--- src/rtl/axis_tx_arbiter.sv ---
`default_nettype none
// ============================================================================
// Module   : axis_tx_arbiter
// Purpose  : Packet-level round-robin arbiter that shares one AXI-stream byte
//            channel (feeding the RS232 transmitter) between NUM sources.
//            A granted source owns the channel until its ilast byte or until
//            the stall timeout abandons the packet. An optional header byte
//            {4'hA, 1'b0, grant} identifies the source on the serial link.
// Ports    : clock, reset            - clock, synchronous active-high reset
//            idata/ivalid/ilast      - per-source byte lanes (source k uses
//                                      idata[8k+7:8k])
//            iready                  - per-source ready (combinational)
//            odata/ovalid/oready     - registered output byte channel
//            grant                   - current or most recent grantee
//            busy                    - high while not idle
//            timeout                 - one-cycle pulse when a packet is dropped
// Revision : 1.0 - initial release
// ============================================================================
module axis_tx_arbiter #(
    parameter int NUM     = 4,
    parameter int HEADER  = 1,
    parameter int TIMEOUT = 65535
) (
    input  logic             clock,
    input  logic             reset,
    input  logic [8*NUM-1:0] idata,
    input  logic [NUM-1:0]   ivalid,
    input  logic [NUM-1:0]   ilast,
    output logic [NUM-1:0]   iready,
    output logic [7:0]       odata,
    output logic             ovalid,
    input  logic             oready,
    output logic [2:0]       grant,
    output logic             busy,
    output logic             timeout
);

    localparam logic [1:0] c_ST_IDLE = 2'd0;
    localparam logic [1:0] c_ST_HEAD = 2'd1;
    localparam logic [1:0] c_ST_DATA = 2'd2;

    // Stall counter just wide enough to hold TIMEOUT.
    localparam int              c_CW   = (TIMEOUT > 1) ? $clog2(TIMEOUT + 1) : 1;
    localparam logic [c_CW-1:0] c_TMAX = c_CW'(TIMEOUT);
    localparam logic [c_CW-1:0] c_TLIM = c_CW'(TIMEOUT - 1);
    localparam logic [c_CW-1:0] c_ONE  = c_CW'(1);

    logic [1:0]      r_state;
    logic [2:0]      r_grant;
    logic [7:0]      r_odata;
    logic            r_ovalid;
    logic [c_CW-1:0] r_stall;
    logic            r_timeout;

    logic            w_load_ok;
    logic            w_cur_valid;
    logic            w_cur_last;
    logic [7:0]      w_cur_data;
    logic            w_xfer;
    logic            w_load;
    logic [7:0]      w_load_byte;
    logic            w_any;
    logic            w_hit_hi;
    logic [2:0]      w_sel_hi;
    logic [2:0]      w_sel_lo;
    logic [2:0]      w_sel;

    // The output register can accept a new byte when empty or draining.
    assign w_load_ok = !r_ovalid || oready;

    // Lanes of the current grantee.
    always_comb begin
        w_cur_valid = 1'b0;
        w_cur_last  = 1'b0;
        w_cur_data  = 8'h00;
        for (int k = 0; k < NUM; k++) begin
            if (r_grant == 3'(k)) begin
                w_cur_valid = ivalid[k];
                w_cur_last  = ilast[k];
                w_cur_data  = idata[8*k +: 8];
            end
        end
    end

    // Round-robin pick: the lowest requester above the pointer wins; if there
    // is none, wrap and take the lowest requester at or below the pointer.
    // The descending loop leaves the lowest matching index in each bucket.
    always_comb begin
        w_hit_hi = 1'b0;
        w_sel_hi = 3'd0;
        w_sel_lo = 3'd0;
        for (int k = NUM - 1; k >= 0; k--) begin
            if (ivalid[k]) begin
                if (3'(k) > r_grant) begin
                    w_sel_hi = 3'(k);
                    w_hit_hi = 1'b1;
                end else begin
                    w_sel_lo = 3'(k);
                end
            end
        end
        w_sel = w_hit_hi ? w_sel_hi : w_sel_lo;
    end

    assign w_any       = |ivalid;
    assign w_xfer      = (r_state == c_ST_DATA) && w_cur_valid && w_load_ok;
    assign w_load      = ((r_state == c_ST_HEAD) && w_load_ok) || w_xfer;
    assign w_load_byte = (r_state == c_ST_HEAD) ? {4'hA, 1'b0, r_grant} : w_cur_data;

    always_ff @(posedge clock) begin
        if (reset) begin
            r_state   <= c_ST_IDLE;
            r_grant   <= 3'(NUM - 1);
            r_odata   <= 8'h00;
            r_ovalid  <= 1'b0;
            r_stall   <= '0;
            r_timeout <= 1'b0;
        end else begin
            r_timeout <= 1'b0;

            if (w_load) begin
                r_odata  <= w_load_byte;
                r_ovalid <= 1'b1;
            end else if (oready) begin
                r_ovalid <= 1'b0;
            end

            case (r_state)
                c_ST_IDLE: begin
                    r_stall <= '0;
                    if (w_any) begin
                        r_grant <= w_sel;
                        r_state <= (HEADER != 0) ? c_ST_HEAD : c_ST_DATA;
                    end
                end
                c_ST_HEAD: begin
                    r_stall <= '0;
                    if (w_load_ok) begin
                        r_state <= c_ST_DATA;
                    end
                end
                c_ST_DATA: begin
                    // A transfer always wins over an expiring stall count.
                    if (w_xfer) begin
                        r_stall <= '0;
                        if (w_cur_last) begin
                            r_state <= c_ST_IDLE;
                        end
                    end else if ((TIMEOUT != 0) && (r_stall == c_TLIM)) begin
                        r_state   <= c_ST_IDLE;
                        r_timeout <= 1'b1;
                        r_stall   <= '0;
                    end else if (r_stall != c_TMAX) begin
                        r_stall <= r_stall + c_ONE;
                    end
                end
                default: begin
                    r_state <= c_ST_IDLE;
                end
            endcase
        end
    end

    // Only the grantee sees ready, and only in DATA; never a function of ivalid.
    for (genvar k = 0; k < NUM; k++) begin : g_iready
        assign iready[k] = (r_state == c_ST_DATA) && (r_grant == 3'(k)) && w_load_ok;
    end

    assign odata   = r_odata;
    assign ovalid  = r_ovalid;
    assign grant   = r_grant;
    assign busy    = (r_state != c_ST_IDLE);
    assign timeout = r_timeout;

endmodule
`default_nettype wire

--- config.mk ---
export PLATFORM = sky130hd
export DESIGN_NAME = axis_tx_arbiter
export DESIGN_NICKNAME = d
export VERILOG_FILES = /design/src/rtl/axis_tx_arbiter.sv
export SDC_FILE = /design/constraint.sdc
export NUM_CORES = 1
export LEC_CHECK = 0
export CORE_MARGIN = 5
export CORE_UTILIZATION = 41
export CTS_CLUSTER_DIAMETER = 80
export DETAILED_ROUTE_END_ITERATION = 16
export GPL_TIMING_DRIVEN = 0
export PLACE_DENSITY = 0.76
export SYNTH_ARGS = -nofsm -noshare
export SYNTH_HDL_FRONTEND = slang
export SYNTH_SLANG_ARGS = --single-unit
--- constraint.sdc ---
create_clock -name clock -period 2.4 [get_ports clock]
set_clock_uncertainty 0.1 [all_clocks]
set_input_delay 0.6 -clock clock [delete_from_list [all_inputs] [get_ports clock]]
set_output_delay 0.6 -clock clock [all_outputs]
set_load 0.005 [all_outputs]
# Word level (Yosys, flattened, before mapping)
# Index checks and enable logic that the tools add are counted.
# word_totals
regBits,31
input_bits,43
out_inout_bits,18
elab_cells,100
# classes
n_addsub,1
n_lt_le_gt_ge,4
eq_ne,12
muxes,51
bitwise_logic,1
n_reduce_logical,25
# ops
operator,n
2-to-1 mux 16 bit,3
2-to-1 mux 8 bit,5
2-to-1 mux 3 bit,13
one-hot mux 16 bit (2 select lines),1
2-to-1 mux 1 bit,19
2-to-1 mux 2 bit,9
"adder 16 x 1 -> 16 bit, second input constant",1
"equality test 16 bit, second input constant",1
"inequality test 16 bit, second input constant",1
logical AND 1 bit,11
"equality test 3 x 2 -> 1 bit, second input constant",2
"> comparator 1 x 3 -> 1 bit, first input constant",2
"> comparator 2 x 3 -> 1 bit, first input constant",2
one-hot mux 2 bit (3 select lines),1
nonzero test 2 bit,3
"inequality test 2 bit, second input constant",2
"inequality test 4 x 2 -> 1 bit, second input constant",1
AND reduction 2 bit,2
AND reduction 4 bit,1
OR reduction 4 bit,1
"equality test 3 x 1 -> 1 bit, second input constant",1
logical NOT 3 bit,1
"inequality test 3 x 2 -> 1 bit, second input constant",1
"inequality test 3 bit, second input constant",1
8 further kinds,9

# Logic depth before layout (Yosys ltp)
# logic_depth
ltp_word,10
mapped_depth,8

# Worst setup path after synthesis
# No wires, ideal clock.
# synth_timing
kind,input port to flip-flop
start,input ivalid[3]
end,register r_stall[9]
setup_ns,0.074
t_arrival_ns,2.129
required_ns,2.226
path_slack_ns,0.097
stages,5
path_buffers,0
cell_sequence,mux4_2 > a21o_1 > or2_4 > or4_1 > a31oi_1
# synth_via
elab_chain_cells,5
# synth_rtl
element,line_no,text
from (decl),27,"input logic [NUM-1:0] ivalid,"
2-to-1 mux 1 bit *,77,if (r_grant == 3'(k)) begin
logical AND 1 bit * (2 in a row),106,assign w_xfer = (r_state == c_ST_DATA) && w_cur_valid && w_load_ok;
inequality test 4 x 2 -> 1 bit (no line) or 2-to-1 mux 16 bit (tied branches),n/a,
AND reduction 2 bit (no line) or one-hot mux 16 bit (2 select lines) (tied branches),n/a,
to (signal assigned),154,r_stall <= r_stall + c_ONE;
to (decl),52,logic [c_CW-1:0] r_stall;
# Every way passes the cells marked *; elsewhere a longest branch is shown, timed or not.
# A chain may end at the register's enable or synchronous reset.

# Worst setup path after layout
# layout_timing
start,register r_grant[0] (netlist: grant[0])
end,register r_stall[9]
# layout_via
elab_chain_cells,9
# layout_rtl
element,line_no,text
from (decl),49,logic [2:0] r_grant;
from (signal assigned),113,r_grant <= 3'(NUM - 1);
from (signal assigned),132,r_grant <= w_sel;
logical NOT 3 bit,77,
2-to-1 mux 1 bit (3 in a row),77,
2-to-1 mux 1 bit *,77,
logical AND 1 bit * (2 in a row),106,
inequality test 4 x 2 -> 1 bit (no line) or 2-to-1 mux 16 bit (tied branches),n/a,
AND reduction 2 bit (no line) or one-hot mux 16 bit (2 select lines) (tied branches),n/a,
# Marks and branches as above.

==> metrics.md <==
| Metric | Value |
|---|---|
| Run status | `finished clean` |
| Maximum VDD drop | `~0.00025 V` |
| Commonest cells after routing, fill and taps aside | `clkdlybuf4s50_1 (50), dfxtp_1 (29), a21oi_1 (27)` |
| WP buf/inv | `1` |
| Clk Latency, worst-skew pair | `about 280 ps` |
| Routed vias | `about 1800` |
| Synth cell types | `between 40 and 50` |
| Global placer's final weighted congestion | `slightly below 0.9` |
| DP HPWL | `around 3700 µm` |
| Number of clock sinks | `30` |
| Die area | `about 5700 µm²` |
| Final hold slack | `approximately 360 ps` |
| Setup TNS | `0 ps` |
| Pwr per Cell Area | `about 560 nW/µm²` |
| Grt peak-use layer | `met2` |
| Hold Vio Cnt, Final | `0` |
| Layout cells sized above 1 | `between 10% and 20%` |
| Row count | `24` |
| Final setup violation count | `0` |
| Leak | `a little over 0.9 nW` |
| Initial core utilization | `approximately two fifths` |
| Critical path fanouts, max | `6` |
| IO Count | `approximately 60` |
| Core Util, Final | `between 60% and 70%` |
| Antenna-violating nets left | `0` |
| DP Worst Slack | `-678 ps` |
| Die W | `75.8 µm` |
| Crit path required time | `between 2000 and 3000 ps` |
| RSZ-0062 raised after global routing | `no` |
| Final worst slack | `approximately 120 ps` |
| Post-Syn Area | `approximately 1800 µm²` |
| Die Height | `about 76 µm` |
| Post-Syn Nets | `between 200 and 300` |
| Slew headroom | `a little over half` |
| Finished Layout Cells | `approximately 330` |
| GR Util met3 | `roughly 8.4%` |
| Most common cell after layout, fill and taps aside | `clkdlybuf4s50_1` |
| Mean Syn Cell Area | `approximately 8.5 µm²` |
| Core Region | `around 4300 µm²` |
| Max incr delay on CP | `approximately 520 ps` |
| Met1 usage | `22.5%` |
| GR Util All Layers | `about a fifth` |
| Worst Setup End Kind | `register` |
| Max Cap Viol | `0` |
| CTS tree | `done` |
| Cells after Synth | `about 210` |
| Worst slew pin tran | `just under 700 ps` |
| Flops & latches, synth | `30` |
| Number of synthesized flops with an enable pin | `0` |
| Pins Over Slew Limit | `0` |
| PortBufs | `59` |
| Routed len/inst | `roughly 15 µm` |
| Critical path cell sequence | `buf_6 > mux4_2 > a21o_4 > or2_4 > or4_1 > a31oi_1` |
| Vias in the first global route | `roughly 1800` |
| First-pass GRT wire length | `8260 µm` |
| Ant. Diodes | `0` |
| HP Class | `register to register` |
| DR pass1 iterations | `4` |
| Nature of the critical path startpoint | `register` |
| WL final | `roughly 4800 µm` |
| Largest net degree at the start of global routing | `11` |
| CTS max path bufs | `2` |
| Final min period | `about 2300 ps` |
| Critical Path AT | `between 2000 and 2500 ps` |
| Final Net Count | `320` |
| Fin crit share | `95.0%` |
| Cts hold-fix bufs | `0` |
| Top FF cell, synth | `dfxtp_1` |
| CP delay by family, top | `simple AND/OR/NAND/NOR gates` |
| CP max-delay cell | `mux4_2` |
| H-tree Lvls | `2` |
| Clock-pin slew on the worst setup and hold paths | `70 ps` |
| Ys Warns | `0` |
| Max frequency | `about 440 MHz` |
| Num CTS Buffers | `5` |
| Layout area overhead | `45.1%` |
| Global route total overflow | `0` |
| Vias per inst | `roughly 5.6` |
| Kind of critical path | `register to register` |
| Post-synthesis async set-or-reset flop share | `0%` |
| Starting DRT DRC Count | `82` |
| Met2 usage in global routing | `~30%` |
| DR DRC count | `0` |
| DP Cell Count | `between 300 and 400` |
| Register area share after synthesis | `about a third` |
| Clk root buf | `clkbuf_8` |
| Antenna violations before repair | `0` |
## stage by stage
stage / instance area, µm² / power [W]
2_1_floorplan: 1770 / 0.000822
3_3_place_gp: 2430 / 0.00103
5_1_grt: 2570 / 0.00155
6_report: 2570 / 0.00145
4_1_cts: 2560 / 0.00147
3_5_place_dp: 2430 / 0.00103
## cells in the mapped netlist, types with 2 or more instances
master	n	area share [%]
or3_1	11	3.9
nor2_1	17	3.6
a21oi_1	27	7.6
nor2b_1	3	1.1
or4_1	2	0.85
mux4_2	5	6.3
o211ai_1	2	0.85
nand2b_1	5	1.8
mux4_1	4	5.9
a31oi_1	2	0.71
nor3_1	8	2.3
inv_1	2	0.42
nor4_2	2	1.4
nor4_1	3	1.1
ha_1	2	1.4
clkbuf_2	2	0.56
dfxtp_1	30	34
nand3_1	8	2.3
mux2i_1	2	1.1
a21o_1	4	1.7
nand4_1	8	2.8
o21ai_0	14	3.9
clkbuf_1	7	1.5
nand2_1	17	3.6
or2_2	2	0.71
## worst reg2reg max path, delay by kind of cell (launching register included)
family / cells / cell delay [ps]
buffers and inverters: 1 / 130
AOI/OAI and AO/OA: 2 / 390
DFF: 1 / 340
muxes: 1 / 520
and+or+nand+nor: 2 / 730
## registers in the layout, indices dropped and copies added (netlist names)
signal / count
r_stall: 16
odata: 8
grant: 2
r_state: 2
ovalid: 1
timeout: 1
## cell type report
type / instances / area [µm²]
Buffer: 11 / 76.3
Clock buffer: 7 / 86.3
Fill cell: 377 / 1690
Inverter: 2 / 7.51
Clock inverter: 1 / 5.00
Multi-Input combinational cell: 165 / 1160
Timing Repair Buffer: 60 / 572
Sequential cell: 30 / 602
Tap cell: 52 / 65.1
## cells by family after synthesis
kind of cell             share of synthesized area, %
buffers and inverters                            3.74
AND/OR/NAND/NOR                                  28.8
flip-flops                                       33.9
multiplexers                                     14.0
AO/OA/AOI/OAI                                    18.0
adder cells (fa/ha/maj)                          1.41
other                                           0.211
## final timing paths
path | end | start | slack, ps | cells after the start
hold reg to reg | odata[6]$_SDFFE_PP0P_ | odata[6]$_SDFFE_PP0P_ | 360 | 2
setup / recovery | r_stall[9]$_SDFFE_PP0P_ | grant[0]$_SDFFE_PP1P_ | 120 | 6
hold / removal | odata[6]$_SDFFE_PP0P_ | odata[6]$_SDFFE_PP0P_ | 360 | 2
setup reg to reg | r_stall[9]$_SDFFE_PP0P_ | grant[0]$_SDFFE_PP1P_ | 120 | 6
## where the power goes
group | internal, W | total (W) | switching, W
clock | 0.000231 | 0.000421 | 0.000190
sequential | 0.000538 | 0.000566 | 0.0000274
combinational | 0.000259 | 0.000466 | 0.000207
## repair_timing
action | in CTS | in global routing
cloned | 0 | 0
pin swaps | 3 | 4
buffers inserted | 1 | 0
setup endpoints to repair | 23 | 18
resized for setup | 21 | 21
## metal layers
layer  part of all wire, %  vias up  wire length [µm]
li1                      -      920                 -
met1                    43      840              2070
met3                   9.8       10               473
met4                   2.1        0               100
met5                     0        -                 0
met2                    45       67              2200
Power figures use the tool's default switching activity.
